==> config.mk <==
export PLATFORM = sky130hd
export DESIGN_NAME = tangle_uart_tx
export DESIGN_NICKNAME = d
export VERILOG_FILES = /design/src/rtl/tangle_uart_tx.sv
export SDC_FILE = /design/constraint.sdc
export NUM_CORES = 1
export LEC_CHECK = 0
export ABC_CLOCK_PERIOD_IN_PS = 2900
export CAP_MARGIN = 10
export CORE_MARGIN = 2
export CORE_UTILIZATION = 50
export CTS_CLUSTER_SIZE = 12
export DETAILED_ROUTE_END_ITERATION = 6
export DONT_BUFFER_PORTS = 1
export PLACE_DENSITY_LB_ADDON = 0.25
export SLEW_MARGIN = 5
export SYNTH_ARGS = -nofsm -noshare
export SYNTH_HDL_FRONTEND = slang
export SYNTH_SLANG_ARGS = --single-unit
export TNS_END_PERCENT = 100
==> constraint.sdc <==
create_clock -name clk_i -period 2.9 [get_ports clk_i]
set_input_delay 0.58 -clock clk_i [delete_from_list [all_inputs] [get_ports clk_i]]
set_output_delay 0.58 -clock clk_i [all_outputs]
set_load 0.01 [all_outputs]
==> src/rtl/tangle_uart_tx.sv <==
// tangle_uart_tx: memory-mapped 8N1 UART transmitter that sits beside the
// memory unit on the CPU data bus.
//
// Bus writes to BASE_ADDR queue a byte into a small circular FIFO. Writes to
// BASE_ADDR+1 with bit 3 set clear the sticky overflow flag. A serialiser
// drains the FIFO onto tx_o, LSB first. Each frame is one start bit, eight
// data bits and one stop bit, and each bit lasts CLKS_PER_BIT clocks.
//
// Ports:
//   clk_i   in   1  system clock, rising edge
//   rst_i   in   1  asynchronous reset, active low
//   addr_i  in  16  CPU bus address (snooped)
//   data_i  in  16  CPU bus write data (snooped)
//   we_i    in   1  CPU bus write enable (snooped)
//   data_o  out 16  registered read data: STATUS word when the previous-cycle
//                   address was BASE_ADDR+1, otherwise zero
//   sel_o   out  1  registered: previous-cycle address hit either register
//   tx_o    out  1  serial output, idle high
//   irq_o   out  1  high while the FIFO is empty and the serialiser is idle
//
// STATUS word bit fields:
//   [0] busy, [1] full, [2] empty, [3] overflow, [7:4] FIFO count, [15:8] zero.
module tangle_uart_tx #(
  parameter logic [15:0] BASE_ADDR      = 16'hFF00,
  parameter int          CLKS_PER_BIT   = 104,
  parameter int          FIFO_DEPTH_LOG = 2
) (
  input  logic        clk_i,
  input  logic        rst_i,
  input  logic [15:0] addr_i,
  input  logic [15:0] data_i,
  input  logic        we_i,
  output logic [15:0] data_o,
  output logic        sel_o,
  output logic        tx_o,
  output logic        irq_o
);

  localparam int                DEPTH       = 1 << FIFO_DEPTH_LOG;
  localparam int                CNT_W       = FIFO_DEPTH_LOG + 1;
  localparam int                BAUD_W      = $clog2(CLKS_PER_BIT);
  localparam logic [BAUD_W-1:0] BAUD_LOAD   = BAUD_W'(CLKS_PER_BIT - 1);
  localparam logic [CNT_W-1:0]  DEPTH_CNT   = CNT_W'(DEPTH);
  localparam logic [15:0]       STATUS_ADDR = BASE_ADDR + 16'd1;

  typedef enum logic [1:0] {IDLE, START, DATA, STOP} state_t;

  state_t                    state;
  logic [BAUD_W-1:0]         baud;
  logic [2:0]                bit_idx;
  logic [7:0]                shift;

  logic [7:0]                mem [DEPTH];
  logic [FIFO_DEPTH_LOG-1:0] wr_ptr;
  logic [FIFO_DEPTH_LOG-1:0] rd_ptr;
  logic [CNT_W-1:0]          count;
  logic                      overflow;

  logic empty;
  logic full;
  logic bit_done;
  logic pop;
  logic wr_data;
  logic push;
  logic drop;
  logic clr_ovf;
  logic [15:0] status;
  logic unused_data_bits;

  // Only the low byte is pushed and only bit 3 is decoded on a STATUS write.
  assign unused_data_bits = ^data_i[15:8];

  // Packs the STATUS word. The count is zero-extended, or truncated, into a
  // fixed 4-bit field.
  function automatic logic [15:0] pack_status(input logic busy_f,
                                              input logic full_f,
                                              input logic empty_f,
                                              input logic ovf_f,
                                              input logic [CNT_W-1:0] cnt_f);
    logic [3:0] cnt4;
    cnt4 = 4'(cnt_f);
    return {8'h00, cnt4, ovf_f, empty_f, full_f, busy_f};
  endfunction

  assign empty    = (count == '0);
  assign full     = (count == DEPTH_CNT);
  assign bit_done = (baud == '0);

  // The serialiser pops when it is idle with data waiting, or when it is at
  // the end of a stop bit with data waiting. This condition must match the
  // transitions in the FSM below.
  assign pop     = !empty && ((state == IDLE) || (state == STOP && bit_done));
  assign wr_data = we_i && (addr_i == BASE_ADDR);
  // A full FIFO still accepts a byte on the cycle it pops, because a slot frees up.
  assign push    = wr_data && (!full || pop);
  assign drop    = wr_data && full && !pop;
  assign clr_ovf = we_i && (addr_i == STATUS_ADDR) && data_i[3];

  assign status  = pack_status(state != IDLE, full, empty, overflow, count);
  assign irq_o   = empty && (state == IDLE);

  // FIFO storage: data only, so it has no reset.
  always_ff @(posedge clk_i) begin
    if (push) mem[wr_ptr] <= data_i[7:0];
  end

  // FIFO pointers, occupancy and the sticky overflow flag
  always_ff @(posedge clk_i or negedge rst_i) begin
    if (!rst_i) begin
      wr_ptr   <= '0;
      rd_ptr   <= '0;
      count    <= '0;
      overflow <= 1'b0;
    end else begin
      if (push) wr_ptr <= wr_ptr + FIFO_DEPTH_LOG'(1);
      if (pop)  rd_ptr <= rd_ptr + FIFO_DEPTH_LOG'(1);
      case ({push, pop})
        2'b10:   count <= count + CNT_W'(1);
        2'b01:   count <= count - CNT_W'(1);
        default: count <= count;
      endcase
      if (drop)         overflow <= 1'b1;
      else if (clr_ovf) overflow <= 1'b0;
    end
  end

  // Read path: this register stage presents the data one cycle after the address
  always_ff @(posedge clk_i or negedge rst_i) begin
    if (!rst_i) begin
      data_o <= 16'h0000;
      sel_o  <= 1'b0;
    end else begin
      data_o <= (addr_i == STATUS_ADDR) ? status : 16'h0000;
      sel_o  <= (addr_i == BASE_ADDR) || (addr_i == STATUS_ADDR);
    end
  end

  // Serialiser FSM with registered tx_o
  always_ff @(posedge clk_i or negedge rst_i) begin
    if (!rst_i) begin
      state   <= IDLE;
      baud    <= '0;
      bit_idx <= 3'd0;
      shift   <= 8'h00;
      tx_o    <= 1'b1;
    end else begin
      case (state)
        IDLE: begin
          tx_o <= 1'b1;
          if (!empty) begin
            shift <= mem[rd_ptr];
            baud  <= BAUD_LOAD;
            tx_o  <= 1'b0;
            state <= START;
          end
        end
        START: begin
          if (bit_done) begin
            baud    <= BAUD_LOAD;
            bit_idx <= 3'd0;
            tx_o    <= shift[0];
            state   <= DATA;
          end else begin
            baud <= baud - BAUD_W'(1);
          end
        end
        DATA: begin
          if (bit_done) begin
            baud <= BAUD_LOAD;
            if (bit_idx == 3'd7) begin
              tx_o  <= 1'b1;
              state <= STOP;
            end else begin
              // The next bit is shift[1], which becomes shift[0] after the shift.
              shift   <= shift >> 1;
              tx_o    <= shift[1];
              bit_idx <= bit_idx + 3'd1;
            end
          end else begin
            baud <= baud - BAUD_W'(1);
          end
        end
        STOP: begin
          if (bit_done) begin
            if (!empty) begin
              // Go straight into the next frame, with no idle gap.
              shift <= mem[rd_ptr];
              baud  <= BAUD_LOAD;
              tx_o  <= 1'b0;
              state <= START;
            end else begin
              tx_o  <= 1'b1;
              state <= IDLE;
            end
          end else begin
            baud <= baud - BAUD_W'(1);
          end
        end
        default: begin
          tx_o  <= 1'b1;
          state <= IDLE;
        end
      endcase
    end
  end

endmodule
Yosys cells after proc, flatten, opt, wreduce, memory -nomap -nowiden

Memory sizes are Yosys's and may differ from the RTL's.
Index checks and enable logic that the tools add are counted.

Output and inout bits: 19
Word-level logic and storage cells: 93
Input bits: 35
Memory bits (read-only): 0
Latch bits: 0
Bits in registers: 37
Memories: 1
RAM bits: 32

Memory list:

| name | depth | bits a word | read ports | clocked after Yosys merged registers in | wr ports | line | source |
|---|---|---|---|---|---|---|---|
| mem  | 4     | 8           | 1          | 0                                       | 1        | 53   | `logic [7:0] mem [DEPTH];` |

$lt $le $gt $ge: 0
Muxes and demuxes: 32
Div/mod/pow operators: 0
Add/subtract/negate cells: 6
Bitwise gates (word level): 0
Multipliers: 0
Reduce and logical (&&, ||, !) cells: 28
Shifts and indexed selects: 0
Equal/unequal tests: 15

Operator list:

| cell                 | number |
|---|---|
| $eq 16x16->1 const B | 2 |
| $mux 8               | 4 |
| $mux 7               | 4 |
| $pmux 8 s3           | 1 |
| $pmux 7 s3           | 1 |
| $ne 2x2->1 const B   | 6 |
| $pmux 3 s2           | 2 |
| $mux 1               | 10 |
| $mux 2               | 5 |
| $logic_and 1x1->1    | 9 |
| $mux 3               | 3 |
| $pmux 2 s4           | 1 |
| $reduce_and 4->1     | 2 |
| $reduce_bool 2->1    | 4 |
| $logic_not 7->1      | 1 |
| $sub 7x1->7 const B  | 1 |
| $add 3x1->3 const B  | 2 |
| $eq 2x2->1 const B   | 3 |
| $eq 3x3->1 const B   | 2 |
| $reduce_and 5->1     | 1 |
| $add 2x1->2 const B  | 2 |
| $eq 2x1->1 const B   | 2 |
| $pmux 1 s4           | 1 |
| $logic_not 1->1      | 3 |
| 7 further kinds      | 9 |

Longest topological paths before layout

Gate-level depths: netlist of run 1.

Depth after elaboration: 8
Depth in mapped cells: 9
Gate-level depth less buffers: 8

Worst setup path before layout of run 1

OpenSTA, ideal clock, no wires.

Kind: input -> register
Start point: in addr_i[5]
End point: mem mem[0][0], enable pin
Slack: 384 ps
Buffers on the path: 1
Stages: 5
Data required time: 2568 ps
Library setup time: 332 ps
Arrival: 2185 ps
Cells stage by stage: or4b_4 > nor4_4 > and3_2 > clkbuf_2 > and2_1

Word-level cells in the longest chain between the ends: 5

RTL lines:

| item                         | line | source |
|---|---|---|
| from (decl)                  | 30   | `input logic [15:0] addr_i,` |
| $eq 16x16->1                 | 93   | `assign wr_data = we_i && (addr_i == BASE_ADDR);` |
| $logic_and 1x1->1            | 93   |  |
| $logic_and 1x1->1            | 95   | `assign push = wr_data && (!full \|\| pop);` |
| $mux 1                       | 104  | `if (push) mem[wr_ptr] <= data_i[7:0];` |
| $mux 1 (not written as such) | 104  |  |
| to (decl)                    | 53   |  |

Every way passes these cells.

Final worst setup path of run 1

Start point: reg baud[0]
End point: mem mem[0][0], enable pin

Word-level cells in the longest chain between the ends: 8

RTL lines:

| item                         | line | source |
|---|---|---|
| from (decl)                  | 49   | `logic [BAUD_W-1:0] baud;` |
| from (signal assigned)       | 164  | `baud <= baud - BAUD_W'(1);` |
| from (signal assigned)       | 180  | `baud <= baud - BAUD_W'(1);` |
| from (signal assigned)       | 196  | `baud <= baud - BAUD_W'(1);` |
| $logic_not 7->1              | 87   | `assign bit_done = (baud == '0);` |
| $logic_and 1x1->1            | 92   | `assign pop = !empty && ((state == IDLE) \|\| (state == STOP && bit_done));` |
| $logic_or 1x1->1             | 92   |  |
| $logic_and 1x1->1            | 92   |  |
| $logic_or 1x1->1             | 95   |  |
| $logic_and 1x1->1            | 95   |  |
| $mux 1                       | 104  |  |
| $mux 1 (not written as such) | 104  |  |

Every way passes these cells.

==> implementation parameters, run 1 <==
Parameter                              Value

Outcome
  Outcome ... finished, final reports clean

Floorplan
  Total I/O pin count ... between 50 and 60
  Width of the die ... 85.3 um
  Starting density of the core ... a little over 50%
  Standard cell core area ... about 6400 sq um
  Die Outline Area ... 7280 sq um
  Die Ht ... about 85 um
  FP Rows ... 29

Flow run
  Max-capacitance violation count ... 0

GRT
  Global Route Usage Sum ... 16.1%
  Wire length of the first global-routing pass ... 8850 um
  Vias in the first global route ... 1846
  Antenna violations before repair ... 0
  Congestion Overflow GR ... 0
  Largest net degree at the start of global routing ... 37

Layout
  Share of the core filled with cells in the final layout ... a little under three fifths
  Post-layout net count ... 302
  Proportion of layout cells with a drive suffix above 1 ... 21.7%
  Count of placed standard cells in the final layout, fillers left out ... 335
  Number of filler instances in the final layout ... 515
  Diodes inserted ... 0
  Total area of sequential cells ... between 1500 and 2000 sq um
  Area overhead of the layout relative to synthesis ... 7.76%
  Area taken by multi-input logic gates ... 1310 sq um

Critical path
  Data required time at the worst endpoint ... 2.90 ns
  CP startpoint kind ... flip-flop
  Element type at the critical path end ... flip-flop
  FF-to-FF End ... mem[0][0]$_DFFE_PP_
  Reg2reg start ... baud[0]$_DFF_PN0_
  Worst R2R Setup Slack ... around 0.33 ns
  Arr. time, crit path ... 2.57 ns
  Critical Path Source ... baud[0]$_DFF_PN0_
  Crit path max fanout ... 8
  Register-to-Register Path Depth ... 6
  Worst setup endpoint ... mem[0][0]$_DFFE_PP_
  WS Path Type ... reg2reg

Power
  Clk network pwr share ... 21.2%
  Combinational share of power ... a little under two fifths
  Reg power frac ... about two fifths
  Leakage power ... 1.44 nW
  Worst-case vdd ir drop ... between 0.4 and 0.5 mV
  Switching Share ... 35.7%
  Internal power ... 2.26 mW
  Power density of the placed cells ... 985 nW/um^2
  Net Switching ... 1.25 mW

Detailed routing
  Number of antenna-violating nets in the routed design ... 0
  First drt pass iteration count ... 4
  Avg WL per Cell ... 16.1 um
  DRT Wirelength ... roughly 5400 um
  DRC viols ... 0
  Count of vias placed by the detailed router ... 1877
  Via count normalized by instance count ... 5.60
  Violation count after the first detailed-route iteration ... 93

Timing
  Worst slew margin ... 60.0%
  Final worst path period need ... ~2.6 ns
  RSZ-0062 raised after global routing ... false
  Share of the cycle needed by the critical path after routing ... 88.5%
  Number of setup violations in the final report ... 0
  Final hold slack ... 0.0571 ns
  Final Max Tran Viols ... 0
  Clock tree skew after final layout ... 0.00800 ns
  Total count of hold-check failures in the final report ... 0
  Worst slew pin tran ... 0.601 ns
  Timing-limited maximum frequency ... around 390 MHz
  Total Negative Setup Slacks ... 0 ns

Yosys
  Main area contributors after synthesis ... sky130_fd_sc_hd__edfxtp_1, sky130_fd_sc_hd__dfrtp_1, sky130_fd_sc_hd__mux2_2
  Most common cell in the synthesized netlist ... sky130_fd_sc_hd__dfrtp_1
  Number of instances in the synthesized netlist ... 246
  Mapped cell area ... 3300 sq um
  Synth warnings ... 0
  Ys async rst share ... 53.6%
  Flip-flop and latch count after synthesis ... 69
  Most common library cells after synthesis ... sky130_fd_sc_hd__dfrtp_1, sky130_fd_sc_hd__edfxtp_1, sky130_fd_sc_hd__nand2_1
  Unique masters post-synth ... between 50 and 60
  Fraction of synthesized cell area taken by the top area cell type ... 29.1%
  Sequential area share after synthesis ... 57.1%
  Most frequently used flop master after synthesis ... sky130_fd_sc_hd__dfrtp_1
  Cell type contributing the most total cell area after synthesis ... sky130_fd_sc_hd__edfxtp_1
  Average footprint of a synthesized cell ... 13.4 sq um
  Number of enable flip-flop cells after synthesis ... 32

Clock tree
  CTS Buffer Depth ... 2
  H-tree lvl count ... 3
  Root buffer cell ... sky130_fd_sc_hd__clkbuf_8
  Number of clock sinks ... slightly below 70
  TritonCTS clock tree ... built
  CTS Buf Count ... 9
  Insertion delay to the later sink of the worst-skew pair ... 0.35 ns
  CTS-repair resized insts ... 0
  Clock-pin slew on the worst setup and hold paths ... approximately 0.08 ns

Placed design
  Number of cells in the design after placement ... 318
  Weighted congestion reported at the end of routability-driven placement ... 0.829
  Number of I/O port buffers ... 0
  DP HPWL ... 3650 um

Hold path
  Worst hold-check path type ... in2async
[layer usage]
metal  track usage (%)  share of wire [%]  up-vias
li1                  -                  -      912
met4              10.1                2.6        0
met5                 0                  0        -
met3              3.50                4.9       10
met1              21.4                 47      906
met2              24.1                 45       49
[worst min path at each step]
stage	start	to	slack, ns	cells after the start
after global placement	rst_i	overflow$_DFFE_PN0P_	0.29	0
final	rst_i	shift[3]$_DFFE_PN0P_	0.06	1
after detailed placement	rst_i	wr_ptr[1]$_DFFE_PN0P_	0.29	0
after CTS	rst_i	tx_o$_DFFE_PN1P_	0.05	0
after global routing	rst_i	tx_o$_DFFE_PN1P_	0.06	0
after floorplan	rst_i	baud[0]$_DFF_PN0_	0.28	0
[state kept, by name (all words and copies together) (netlist names)]
| register | count |
|---|---|
| overflow | 1 |
| bit_idx | 3 |
| data_o | 7 |
| baud | 7 |
| rd_ptr | 2 |
| count | 3 |
| mem | 32 |
| tx_o | 1 |
| shift | 8 |
| sel_o | 1 |
| state | 2 |
| wr_ptr | 2 |
[layout by cell type (no fill, tap or decap), types with 2 or more instances in the layout]
| cell type | n |
|---|---|
| sky130_fd_sc_hd__o41ai_1 | 2 |
| sky130_fd_sc_hd__ha_1 | 13 |
| sky130_fd_sc_hd__o21ba_2 | 2 |
| sky130_fd_sc_hd__xnor2_1 | 3 |
| sky130_fd_sc_hd__nor2b_1 | 2 |
| sky130_fd_sc_hd__conb_1 | 9 |
| sky130_fd_sc_hd__nor3_1 | 5 |
| sky130_fd_sc_hd__and2_1 | 5 |
| sky130_fd_sc_hd__nand2_1 | 18 |
| sky130_fd_sc_hd__o21a_1 | 2 |
| sky130_fd_sc_hd__or3_1 | 3 |
| sky130_fd_sc_hd__nor3b_1 | 2 |
| sky130_fd_sc_hd__mux2_2 | 16 |
| sky130_fd_sc_hd__and3_2 | 3 |
| sky130_fd_sc_hd__clkbuf_8 | 9 |
| sky130_fd_sc_hd__nand3_1 | 3 |
| sky130_fd_sc_hd__clkinv_4 | 2 |
| sky130_fd_sc_hd__buf_4 | 4 |
| sky130_fd_sc_hd__or4_1 | 2 |
| sky130_fd_sc_hd__inv_8 | 2 |
| sky130_fd_sc_hd__a211oi_1 | 2 |
| sky130_fd_sc_hd__inv_1 | 8 |
| sky130_fd_sc_hd__inv_6 | 2 |
| sky130_fd_sc_hd__o21ai_0 | 13 |
| sky130_fd_sc_hd__edfxtp_1 | 32 |
| sky130_fd_sc_hd__a21oi_1 | 6 |
| sky130_fd_sc_hd__mux4_2 | 8 |
| sky130_fd_sc_hd__nor2_1 | 9 |
| sky130_fd_sc_hd__a22o_1 | 3 |
| sky130_fd_sc_hd__dfrtp_1 | 36 |
| sky130_fd_sc_hd__xor2_1 | 2 |
| sky130_fd_sc_hd__o22a_1 | 5 |
| sky130_fd_sc_hd__mux2i_1 | 2 |
[cell families after synthesis]
kind of cell | Yosys count | share of synthesized area (%)
flip-flops | 69 | 57.1
XOR/XNOR | 5 | 1.33
AND/OR/NAND/NOR | 62 | 10.6
buffers and inverters | 25 | 4.20
other | 1 | 0.113
multiplexers | 26 | 11.5
AO/OA/AOI/OAI | 44 | 9.54
adder cells (fa/ha/maj) | 14 | 5.53
[timing repair]
item                                   4_1_cts  5_1_grt
setup endpoints to repair                    0        0
endpoints found under the hold margin       36        0
hold buffers                                 1        0
buffers inserted                             0        0
[per-stage QoR]
stage / setup slack, ns / power [mW] / cell area (sq um)
floorplan: 0.384 / 2.53 / 3330
global placement: 0.396 / 2.74 / 3350
detailed placement: 0.364 / 2.78 / 3350
CTS: 0.355 / 3.54 / 3560
global route: 0.252 / 3.75 / 3560
finish: 0.334 / 3.51 / 3560
[critical path: stages, from the launching register on]
cell and delay (ns):
sky130_fd_sc_hd__dfrtp_1 0.42, sky130_fd_sc_hd__inv_1 0.07, sky130_fd_sc_hd__ha_1 0.19, sky130_fd_sc_hd__or3b_1 0.48, sky130_fd_sc_hd__o21ai_0 0.33, sky130_fd_sc_hd__and3_2 0.30
sky130_fd_sc_hd__and2_1 0.43
[layout make-up]
type	instances	area share, %
inverter	8	0.843
clock inverter	7	1.83
sequential	69	53.0
timing repair buffer	5	1.41
tap	77	2.71
multi-input combinational	160	36.7
clock buffer	9	3.48
[power by group through the flow]
stage	registers [mW]	clock network (mW)	logic, mW
detailed placement	1.46	0	1.32
global route	1.47	0.799	1.47
CTS	1.44	0.758	1.34
finish	1.43	0.743	1.33
global placement	1.45	0	1.29
floorplan	1.34	0	1.19
Note: power is estimated with default switching activity, not from simulation.
==> run 2, diff against run 1 <==
--- a/config.mk
+++ b/config.mk
@@ -13,4 +13,5 @@
 export DETAILED_ROUTE_END_ITERATION = 6
 export DONT_BUFFER_PORTS = 1
+export MAX_ROUTING_LAYER = met4
 export PLACE_DENSITY_LB_ADDON = 0.25
 export SLEW_MARGIN = 5
==> constraint.sdc (replaced) <==
create_clock -name clk_i -period 2.9 [get_ports clk_i]
set_input_delay 0.58 -clock clk_i [delete_from_list [all_inputs] [get_ports clk_i]]
set_output_delay 0.58 -clock clk_i [all_outputs]
set_load 0.05 [all_outputs]
==> implementation parameters, run 2 (synthesis gave the netlist of run 1 again) <==
Parameter                              Value

Floorplan
  Standard cell core area ... 6390 sq um (unchanged)
  Total I/O pin count ... 54 (unchanged)
  Die Outline Area ... 7280 sq um (unchanged)
  FP Rows ... 29 (unchanged)
  Width of the die ... 85.3 um (unchanged)
  Die Ht ... 85.3 um (unchanged)
  Starting density of the core ... 51.7% (unchanged)

Timing
  Clock tree skew after final layout ... 0.00801 ns (+0.00000932 ns)
  Total count of hold-check failures in the final report ... 0 (unchanged)
  RSZ-0062 raised after global routing ... false
  Timing-limited maximum frequency ... 389 MHz (-0.11%)
  Share of the cycle needed by the critical path after routing ... 88.6% (+0.093 points)
  Final worst path period need ... 2.57 ns (+0.00271 ns)
  Worst slew pin tran ... 0.595 ns (-0.00536 ns)
  Final hold slack ... 0.0609 ns (+0.00375 ns)
  Total Negative Setup Slacks ... 0 ns (unchanged)
  Number of setup violations in the final report ... 0 (unchanged)
  Final Max Tran Viols ... 0 (unchanged)
  Worst slew margin ... 60.3% (+0.36 points)

Layout
  Register bank with the most flops ... mem
  Total area of sequential cells ... 1890 sq um (unchanged)
  Proportion of layout cells with a drive suffix above 1 ... 21.7% (unchanged)
  Diodes inserted ... 0 (unchanged)
  Commonest cells after routing, fill and taps aside ... sky130_fd_sc_hd__dfrtp_1, sky130_fd_sc_hd__edfxtp_1, sky130_fd_sc_hd__nand2_1
  Post-layout net count ... 302 (unchanged)
  Share of the core filled with cells in the final layout ... 55.8% (unchanged)
  Max reg flops ... 32 (unchanged)
  Area taken by multi-input logic gates ... 1310 sq um (unchanged)
  Top Registers ... mem: 32 flops, shift: 8 flops
  Area overhead of the layout relative to synthesis ... 7.76% (unchanged)
  Most common library cell in the layout ignoring fill and taps ... sky130_fd_sc_hd__dfrtp_1
  Count of placed standard cells in the final layout, fillers left out ... 335 (unchanged)
  Number of filler instances in the final layout ... 515 (unchanged)

Critical path
  WS Path Type ... reg2reg
  Element type at the critical path end ... flip-flop
  Data required time at the worst endpoint ... 2.90 ns (about the same)
  Worst R2R Setup Slack ... 0.33 ns (about the same)
  Arr. time, crit path ... 2.56 ns (about the same)
  Crit path max fanout ... 8 (unchanged)
  CP startpoint kind ... flip-flop

GRT
  Largest net degree at the start of global routing ... 37 (unchanged)
  Vias in the first global route ... 1842 (-0.22%)
  Antenna violations before repair ... 0 (unchanged)
  Congestion Overflow GR ... 0 (unchanged)
  Global Route Usage Sum ... 16.6% (+0.52 points)
  Wire length of the first global-routing pass ... 8860 um (about the same)

Clock tree
  CTS Buf Count ... 9 (unchanged)
  Root buffer cell ... sky130_fd_sc_hd__clkbuf_8
  H-tree lvl count ... 3 (unchanged)
  Insertion delay to the later sink of the worst-skew pair ... 0.35 ns (about the same)
  TritonCTS clock tree ... built
  Clock-pin slew on the worst setup and hold paths ... 0.08 ns (about the same)
  Number of buffers added for setup after CTS ... 0 (unchanged)
  CTS Buffer Depth ... 2 (unchanged)
  Number of clock sinks ... 69 (unchanged)
  CTS-repair resized insts ... 0 (unchanged)
  Number of buffers inserted by hold repair at cts ... 1 (unchanged)

Power
  Worst-case vdd ir drop ... 0.454 mV (+1.9%)
  Leakage power ... 1.44 nW (unchanged)
  Power density of the placed cells ... 998 nW/um^2 (+1.3%)

Detailed routing
  Violation count after the first detailed-route iteration ... 93 (unchanged)
  Number of antenna-violating nets in the routed design ... 0 (unchanged)
  First drt pass iteration count ... 4 (unchanged)
  Via count normalized by instance count ... 5.58 (-0.37%)
  DRT Wirelength ... 5380 um (-0.35%)
  Count of vias placed by the detailed router ... 1870 (-0.37%)
  Avg WL per Cell ... 16.0 um (-0.35%)
  DRC viols ... 0 (unchanged)

Hold path
  Worst hold-check path type ... in2async

Outcome
  Outcome ... finished, final reports clean

Placed design
  Weighted congestion reported at the end of routability-driven placement ... 0.842 (+1.5%)
  Number of cells in the design after placement ... 318 (unchanged)
  Number of I/O port buffers ... 0 (unchanged)
  DP HPWL ... 3650 um (unchanged)

Flow run
  Max-capacitance violation count ... 0 (unchanged)
run 2: cell counts in the layout (fill, tap and decap cells not counted):
No cell type changed its count.
run 2: cell type report:
cell class                 count  share of cell area [%]
timing repair buffer           5                    1.41
sequential                    69                    53.0
tap                           77                    2.71
multi-input combinational    160                    36.7
clock inverter                 7                    1.83
clock buffer                   9                    3.48
inverter                       8                   0.843
run 2: layer usage:
layer | GRT usage, % | vias to the layer above | wire [um]
li1 | - | 912 | -
met1 | 21.4 | 900 | 2540
met2 | 24.0 | 50 | 2440
met3 | 3.70 | 8 | 276
met4 | 10.1 | 0 | 115
met5 | - | - | 0
run 2: metrics by stage:
stage	setup slack, ns	power [mW]	cell area (sq um)
2_1_floorplan	0.384	2.58	3330
3_3_place_gp	0.396	2.78	3350
3_5_place_dp	0.364	2.83	3350
4_1_cts	0.355	3.59	3560
5_1_grt	0.252	3.80	3560
6_report	0.332	3.55	3560
run 2: final timing paths:
path	from	end	depth (start not counted)
setup / recovery	baud[0]$_DFF_PN0_	mem[0][0]$_DFFE_PP_	6
hold / removal	rst_i	shift[3]$_DFFE_PN0P_	1
setup reg to reg	baud[0]$_DFF_PN0_	mem[0][0]$_DFFE_PP_	6
hold reg to reg	overflow$_DFFE_PN0P_	overflow$_DFFE_PN0P_	2
max in group asynchronous	rst_i	baud[1]$_DFF_PN0_	1
min in group clk_i	data_i[2]	mem[1][2]$_DFFE_PP_	0
run 2: worst max-delay path, cell delays in order (launching register included):
cell and delay [ns]:
sky130_fd_sc_hd__dfrtp_1 0.42, sky130_fd_sc_hd__inv_1 0.07, sky130_fd_sc_hd__ha_1 0.19, sky130_fd_sc_hd__or3b_1 0.48, sky130_fd_sc_hd__o21ai_0 0.33, sky130_fd_sc_hd__and3_2 0.30
sky130_fd_sc_hd__and2_1 0.43
run 2: where the power goes:
part           leakage [nW]  switching [mW]  internal, mW
Clock                0.0943           0.409         0.331
Sequential            0.740           0.237          1.22
Combinational         0.604           0.651         0.707
Total                  1.44            1.30          2.26
